File: src/rtl/text_grid_writer_if.sv
// Write handshake, cursor status and beam-indexed read port of the text grid writer.
// The producer/renderer side uses the master modport; the grid writer uses slave.
interface text_grid_writer_if #(
  parameter int COLS = 20,
  parameter int ROWS = 15
);
  logic [7:0]              wr_data;
  logic                    wr_valid;
  logic                    wr_ready;
  logic                    busy;
  logic [$clog2(ROWS)-1:0] cursor_row;
  logic [$clog2(COLS)-1:0] cursor_col;
  logic [9:0]              VGA_row;
  logic [9:0]              VGA_col;
  logic [7:0]              rd_char;
  logic                    rd_in_grid;

  modport master (
    output wr_data, wr_valid, VGA_row, VGA_col,
    input  wr_ready, busy, cursor_row, cursor_col, rd_char, rd_in_grid
  );

  modport slave (
    input  wr_data, wr_valid, VGA_row, VGA_col,
    output wr_ready, busy, cursor_row, cursor_col, rd_char, rd_in_grid
  );
endinterface

File: src/rtl/text_grid_writer.sv
// Character-grid text buffer: ASCII byte stream in, cursor handling, beam-indexed char out.
// Define TEXT_GRID_WRITER_SCROLL_EN to scroll at the bottom row instead of wrapping to row 0.
module text_grid_writer #(
  parameter int COLS       = 20,
  parameter int ROWS       = 15,
  parameter int SCALE      = 4,
  parameter int ORIGIN_ROW = 0,
  parameter int ORIGIN_COL = 0
) (
  input  logic              clk,
  input  logic              rst_l,
  text_grid_writer_if.slave bus
);
  localparam int RW    = $clog2(ROWS);
  localparam int CW    = $clog2(COLS);
  localparam int CELLS = ROWS * COLS;
  localparam int AW    = $clog2(CELLS);
  localparam int SH    = $clog2(8 * SCALE);
  localparam logic [9:0] ORG_R  = 10'(ORIGIN_ROW);
  localparam logic [9:0] ORG_C  = 10'(ORIGIN_COL);
  localparam logic [9:0] ROWS_V = 10'(ROWS);
  localparam logic [9:0] COLS_V = 10'(COLS);
  localparam logic [7:0] SPACE  = 8'h20;

`ifdef TEXT_GRID_WRITER_SCROLL_EN
  typedef enum logic [1:0] {CLEAR, READY, ROWCLR} state_e;
`else
  typedef enum logic [1:0] {CLEAR, READY} state_e;
`endif

  function automatic logic [AW-1:0] cell_addr(input int prow, input int col);
    return AW'(prow * COLS + col);
  endfunction

  function automatic int wrap_row(input int r);
    return (r >= ROWS) ? r - ROWS : r;
  endfunction

  state_e        state_q, state_d;
  logic [AW-1:0] sweep_q, sweep_d;
  logic [RW-1:0] row_q, row_d;
  logic [RW-1:0] base_q, base_d;
  logic [CW-1:0] col_q, col_d;
  logic [7:0]    rd_char_q;
  logic          rd_in_grid_q;

  logic [7:0]    mem [CELLS];
  logic          we;
  logic [AW-1:0] waddr;
  logic [7:0]    wdata;
  logic          row_adv;
  logic [AW-1:0] cur_addr;

  // Logical rows are offset by base so a scroll only rewrites one physical row.
  assign cur_addr = cell_addr(wrap_row(int'(row_q) + int'(base_q)), int'(col_q));

  always_comb begin
    state_d = state_q;
    sweep_d = sweep_q;
    row_d   = row_q;
    col_d   = col_q;
    base_d  = base_q;
    we      = 1'b0;
    waddr   = '0;
    wdata   = SPACE;
    row_adv = 1'b0;
    case (state_q)
      CLEAR: begin
        we    = 1'b1;
        waddr = sweep_q;
        if (sweep_q == AW'(CELLS - 1)) begin
          state_d = READY;
          sweep_d = '0;
        end else begin
          sweep_d = sweep_q + 1'b1;
        end
      end
      READY: begin
        if (bus.wr_valid) begin
          if (bus.wr_data >= 8'h20 && bus.wr_data <= 8'h7E) begin
            we    = 1'b1;
            waddr = cur_addr;
            wdata = bus.wr_data;
            if (col_q == CW'(COLS - 1)) begin
              col_d   = '0;
              row_adv = 1'b1;
            end else begin
              col_d = col_q + 1'b1;
            end
          end else if (bus.wr_data == 8'h0A) begin
            col_d   = '0;
            row_adv = 1'b1;
          end else if (bus.wr_data == 8'h0C) begin
            row_d   = '0;
            col_d   = '0;
            base_d  = '0;
            sweep_d = '0;
            state_d = CLEAR;
          end
          if (row_adv) begin
            if (row_q != RW'(ROWS - 1)) begin
              row_d = row_q + 1'b1;
            end else begin
`ifdef TEXT_GRID_WRITER_SCROLL_EN
              base_d  = (base_q == RW'(ROWS - 1)) ? '0 : base_q + 1'b1;
              sweep_d = '0;
              state_d = ROWCLR;
`else
              row_d = '0;
`endif
            end
          end
        end
      end
`ifdef TEXT_GRID_WRITER_SCROLL_EN
      // base_q has already moved on, so the new bottom row is physical base_q-1.
      ROWCLR: begin
        we    = 1'b1;
        waddr = cell_addr((base_q == '0) ? ROWS - 1 : int'(base_q) - 1, int'(sweep_q));
        if (sweep_q == AW'(COLS - 1)) begin
          state_d = READY;
          sweep_d = '0;
        end else begin
          sweep_d = sweep_q + 1'b1;
        end
      end
`endif
      default: state_d = CLEAR;
    endcase
  end

  always_ff @(posedge clk or negedge rst_l) begin
    if (!rst_l) begin
      state_q <= CLEAR;
      sweep_q <= '0;
      row_q   <= '0;
      col_q   <= '0;
      base_q  <= '0;
    end else begin
      state_q <= state_d;
      sweep_q <= sweep_d;
      row_q   <= row_d;
      col_q   <= col_d;
      base_q  <= base_d;
    end
  end

  always_ff @(posedge clk) begin
    if (we) mem[waddr] <= wdata;
  end

  logic [9:0]    rel_r, rel_c, cell_r, cell_c;
  logic          in_grid;
  logic [AW-1:0] rd_addr;

  // Unsigned subtraction: a beam above/left of the origin fails the >= tests.
  always_comb begin
    rel_r   = bus.VGA_row - ORG_R;
    rel_c   = bus.VGA_col - ORG_C;
    cell_r  = rel_r >> SH;
    cell_c  = rel_c >> SH;
    in_grid = (bus.VGA_row >= ORG_R) && (bus.VGA_col >= ORG_C) &&
              (cell_r < ROWS_V) && (cell_c < COLS_V);
    rd_addr = in_grid ? cell_addr(wrap_row(int'(cell_r) + int'(base_q)), int'(cell_c)) : '0;
  end

  always_ff @(posedge clk or negedge rst_l) begin
    if (!rst_l) begin
      rd_char_q    <= SPACE;
      rd_in_grid_q <= 1'b0;
    end else begin
      rd_char_q    <= in_grid ? mem[rd_addr] : SPACE;
      rd_in_grid_q <= in_grid;
    end
  end

  assign bus.wr_ready   = (state_q == READY);
  assign bus.busy       = (state_q != READY);
  assign bus.cursor_row = row_q;
  assign bus.cursor_col = col_q;
  assign bus.rd_char    = rd_char_q;
  assign bus.rd_in_grid = rd_in_grid_q;
endmodule
File: src/flat_wrapper.sv
// flat-port wrapper written by rule: the top's interface ports become plain ports
module text_grid_writer_flat 
#(
  parameter int COLS       = 20,
  parameter int ROWS       = 15,
  parameter int SCALE      = 4,
  parameter int ORIGIN_ROW = 0,
  parameter int ORIGIN_COL = 0
)
  (clk, rst_l, bus_wr_data, bus_wr_valid, bus_VGA_row, bus_VGA_col, bus_wr_ready, bus_busy, bus_cursor_row, bus_cursor_col, bus_rd_char, bus_rd_in_grid);
  text_grid_writer_if #(.COLS(COLS), .ROWS(ROWS)) bus_i ();
  input  logic clk;
  input  logic rst_l;
  input wire logic [$bits(bus_i.wr_data)-1:0] bus_wr_data;
  input wire logic [$bits(bus_i.wr_valid)-1:0] bus_wr_valid;
  input wire logic [$bits(bus_i.VGA_row)-1:0] bus_VGA_row;
  input wire logic [$bits(bus_i.VGA_col)-1:0] bus_VGA_col;
  output wire logic [$bits(bus_i.wr_ready)-1:0] bus_wr_ready;
  output wire logic [$bits(bus_i.busy)-1:0] bus_busy;
  output wire logic [$bits(bus_i.cursor_row)-1:0] bus_cursor_row;
  output wire logic [$bits(bus_i.cursor_col)-1:0] bus_cursor_col;
  output wire logic [$bits(bus_i.rd_char)-1:0] bus_rd_char;
  output wire logic [$bits(bus_i.rd_in_grid)-1:0] bus_rd_in_grid;
  assign bus_i.wr_data = bus_wr_data;
  assign bus_i.wr_valid = bus_wr_valid;
  assign bus_i.VGA_row = bus_VGA_row;
  assign bus_i.VGA_col = bus_VGA_col;
  assign bus_wr_ready = bus_i.wr_ready;
  assign bus_busy = bus_i.busy;
  assign bus_cursor_row = bus_i.cursor_row;
  assign bus_cursor_col = bus_i.cursor_col;
  assign bus_rd_char = bus_i.rd_char;
  assign bus_rd_in_grid = bus_i.rd_in_grid;
  text_grid_writer #(.COLS(COLS), .ROWS(ROWS), .SCALE(SCALE), .ORIGIN_ROW(ORIGIN_ROW), .ORIGIN_COL(ORIGIN_COL)) u_core (.clk(clk), .rst_l(rst_l), .bus(bus_i));
endmodule
File: config.mk
export PLATFORM = sky130hd
export DESIGN_NAME = text_grid_writer_flat
export DESIGN_NICKNAME = d
export VERILOG_FILES = /design/src/rtl/text_grid_writer_if.sv /design/src/rtl/text_grid_writer.sv /design/src/flat_wrapper.sv
export SDC_FILE = /design/constraint.sdc
export NUM_CORES = 2
export LEC_CHECK = 0
export BUFFER_PORTS_ARGS = -buffer_cell sky130_fd_sc_hd__buf_2
export CAP_MARGIN = 10
export CORE_UTILIZATION = 50
export CTS_CLUSTER_DIAMETER = 100
export CTS_CLUSTER_SIZE = 10
export DETAILED_ROUTE_END_ITERATION = 6
export GPL_TIMING_DRIVEN = 1
export HOLD_SLACK_MARGIN = 0.1
export PLACE_DENSITY = 0.65
export SLEW_MARGIN = 20
export SYNTH_ARGS = -nofsm -noshare
export SYNTH_HDL_FRONTEND = slang
export SYNTH_SLANG_ARGS = --single-unit
File: constraint.sdc
create_clock -name clk -period 6.9 [get_ports clk]
set_input_delay 0.345 -clock clk [delete_from_list [all_inputs] [get_ports clk]]
set_output_delay 0.345 -clock clk [all_outputs]
set_load 0.05 [all_outputs]
==> flow_summary_export.csv <==
group,metric,value,unit
outcome,status,"finished with violations",
outcome,violations,"DRC",
power_and_ir_drop,p_clk_frac,0.400,
synth,synth_top_area_cell,"edfxtp_1",
timing,setup_viol,0,
layout,regArea,72800,um^2
power_and_ir_drop,p_int,24.8,mW
layout,fin_cells,9190,
timing,setup_slack,0.771,ns
routing,vias_per_cell,6.95,
timing,fin_skew,0.0644,ns
setup_path,crit_required,7.43,ns
global_route,track_usage,0.333,
timing,finalCritPeriodShare,0.888,
floorplan,ios,51,
setup_path,cp_top_family,"simple AND/OR/NAND/NOR gates",
clock_tree,cts_resized,0,
floorplan,dieArea,197000,um^2
clock_tree,cts-hold-fix-buffers,14,
timing,fin_crit,6.13,ns
layout,final_common_cell,"edfxtp_1",
layout,drive_gt1_frac,0.145,
timing,rsz0062_at_grt,"no",
floorplan,initial_utilization,0.505,
clock_tree,h-tree-depth,5,
timing,worst_pin_slew,1.30,ns
layout,fill_cells,14600,
clock_tree,clkTransAtPathRegs,0.06,ns
power_and_ir_drop,ir_drop,0.244,mV
routing,wl,333000,um
timing,drv_slew,0,
global_route,grt_max_degree,203,
hold_path,hp-start,"bus_wr_data[5]",
clock_tree,clk_latency,0.95,ns
synth,synthCells,6100,
synth,ys_ff_latch,2428,
setup_path,worstPathCellList,"ha_1 > and3_1 > o22a_1 > ha_1 > ha_1 > fa_1 > xor2_1 > or3b_2 > a32oi_1 > nand2b_1 > nor2_1 > nand2_1 > nor2_1",
timing,max_freq,163,MHz
placed_design,dp_hpwl,196000,um
setup_path,crit_top_cell,"ha_1",
synth,ys_top_cells_by_area,"edfxtp_1 (74%), mux2i_1 (3.3%), mux2_2 (2.0%)",
power_and_ir_drop,switchingPower,8.33,mW
power_and_ir_drop,power.density,299,nW/um^2
routing,drt-initial-drc-count,11500,
setup_path,endpoint_kind,"register",
setup_path,worst-path-buf-inv,0,
global_route,antenna_found_initial,27,
routing,num_vias,63900,
floorplan,num_rows,161,
power_and_ir_drop,swShare,0.252,
hold_path,min_path_type,"primary input to register",
layout,syn_to_final_growth,13.7,%
clock_tree,numCtsBuffers,293,
floorplan,die_h,444,um
setup_path,critPathArrivalTime,6.66,ns
timing,maxSlewHeadroom,0.131,
layout,final_cell_area,111000,um^2
flow_run,maxCapViolCount,0,
placed_design,portBuffers,40,
synth,synth-edff-count,2400,
power_and_ir_drop,pwr-share-seq,0.492,
setup_path,slowest_delay,0.88,ns
floorplan,dieWidth,444,um
clock_tree,clock-sinks,2428,
floorplan,core,193000,um^2
global_route,grt_pass1_wl,460000,um
placed_design,pre_cts_slack,0.729,ns
global_route,first_global_vias,60000,
clock_tree,post_cts_buffers,0,
layout,multiInputGateArea,24100,um^2
placed_design,place.gp.congestion,0.952,
setup_path,path_class,"register to register",
timing,hold_violations,0,
clock_tree,cts_root_buf,"clkbuf_16",
synth,synth_flop_cell,"edfxtp_1",
timing,setup_tns,0,ns
synth,synth.distinct_cells,94,
synth,netlist_area,97600,um^2
routing,wire_per_inst,36.3,um
placed_design,dpl-instance-area,103000,um^2
layout,layout_common_cells,"edfxtp_1 (2,400), nor2_1 (448), mux2i_1 (320), conb_1 (300), clkbuf_16 (297)",
synth,synth-warning-count,0,
setup_path,crit_path_start_kind,"register",
synth,yosysSeqAreaShare,0.746,
setup_path,crit_path_start,"u_core.bus.cursor_row[0]$_DFFE_PN0P_",
synth,async_reset_ff_frac,0.0115,
routing,drc_errors,21,
setup_path,r2r-start,"u_core.bus.cursor_row[0]$_DFFE_PN0P_",
placed_design,dp.cells,8811,
synth,yosysTopAreaCellShare,0.739,
power_and_ir_drop,pwr-share-comb,0.108,
clock_tree,cts_tree,"done",
setup_path,cpMaxStageDelayCell,"nor2_1",
routing,drt-pass1-iter-count,7,
layout,layout.nets,6655,
power_and_ir_drop,p_leak,36.2,nW
routing,antenna_left,0,
synth,syn_avg_cell_area,16.0,um^2
global_route,overflow,0,
clock_tree,cts_buffer_depth,4,
setup_path,worstPathMaxFanout,16,
power by group through the flow:
stage | clock network, mW | registers [mW] | logic, mW
floorplan | 0 | 16.6 | 1.65
global placement | 0 | 16.6 | 3.34
detailed placement | 0 | 16.6 | 3.37
CTS | 13.2 | 16.3 | 3.39
global route | 13.8 | 16.3 | 3.57
finish | 13.2 | 16.3 | 3.59
registers in the layout, summed over array words and instances, names as in the netlist:
register               cells
u_core.mem              2400
u_core.bus.cursor_row      4
u_core.state_q             1
u_core.bus.cursor_col      5
u_core.sweep_q             9
u_core.bus.rd_in_grid      1
u_core.bus.rd_char         8
final timing paths:
path	cells past startpoint	to	slack [ns]
worst max-delay path	13	u_core.mem[17][7]$_DFFE_PP_	0.77
worst min-delay path	5	u_core.bus.cursor_col[2]$_DFFE_PN0P_	0.19
worst max register to register	13	u_core.mem[17][7]$_DFFE_PP_	0.77
worst min register to register	1	u_core.sweep_q[8]$_DFFE_PN0P_	0.57
max in group asynchronous	4	u_core.bus.cursor_col[0]$_DFFE_PN0P_	4.74
min in group asynchronous	3	u_core.sweep_q[8]$_DFFE_PN0P_	0.55
synth_stat cells (27+ instances only):
library cell and n:
edfxtp_1 2400, nor2_1 450, mux2i_1 320, nand2_1 296
a21oi_1 218, buf_2 203, a221oi_1 196, o21ai_0 196
clkbuf_1 179, mux2_2 174, o22ai_1 126, o221ai_1 124
nand3_1 102, a211oi_1 89, nor3_1 74, a31oi_1 63
o211ai_1 62, mux4_2 48, a221o_1 40, buf_1 38
buf_4 32, nand4_1 31, nor4_1 31, inv_1 30
nor2b_1 30, dfrtp_1 27, o2bb2ai_1 27
final cells by class:
| class | count | area share |
|---|---|---|
| sequential | 2428 | 0.656 |
| multi-input combinational | 3486 | 0.217 |
| clock buffer | 342 | 0.0685 |
| tap | 2526 | 0.0285 |
| timing repair buffer | 354 | 0.0272 |
| inverter | 31 | 0.00108 |
| clock inverter | 9 | 0.000711 |
| antenna | 14 | 0.000316 |
routing by layer:
layer	track usage	part of all wire	vias up
li1	-	-	25300
met1	0.449	0.36	32000
met2	0.480	0.43	5482
met3	0.112	0.15	1065
met4	0.173	0.060	28
met5	0	0.00061	-
stage by stage:
stage	hold WS, ns	util	power, mW
final	0.189	0.574	33.1
after global routing	0.313	0.574	33.6
after CTS	0.137	0.574	32.9
after detailed placement	0.533	0.533	20.0
after global placement	0.532	0.533	19.9
after floorplan	0.0494	-	18.3
tightest hold or removal path, stage by stage:
cell	delay, ns
buf_2	0.12
o221ai_1	0.32
nor2_1	0.17
o21ai_0	0.07
o21ai_0	0.07
cell families (layout without fill, tap and decap cells):
group | count (synthesis) | count (layout) | share of synthesized area
other | 1 | 314 | 0.0000384
buffers and inverters | 485 | 736 | 0.0226
XOR/XNOR | 14 | 14 | 0.00155
adder cells (fa/ha/maj) | 30 | 30 | 0.00415
AND/OR/NAND/NOR | 1130 | 1130 | 0.0523
AO/OA/AOI/OAI | 1470 | 1470 | 0.110
multiplexers | 542 | 542 | 0.0640
flip-flops | 2428 | 2428 | 0.746
(Power assumes the default switching activity.)
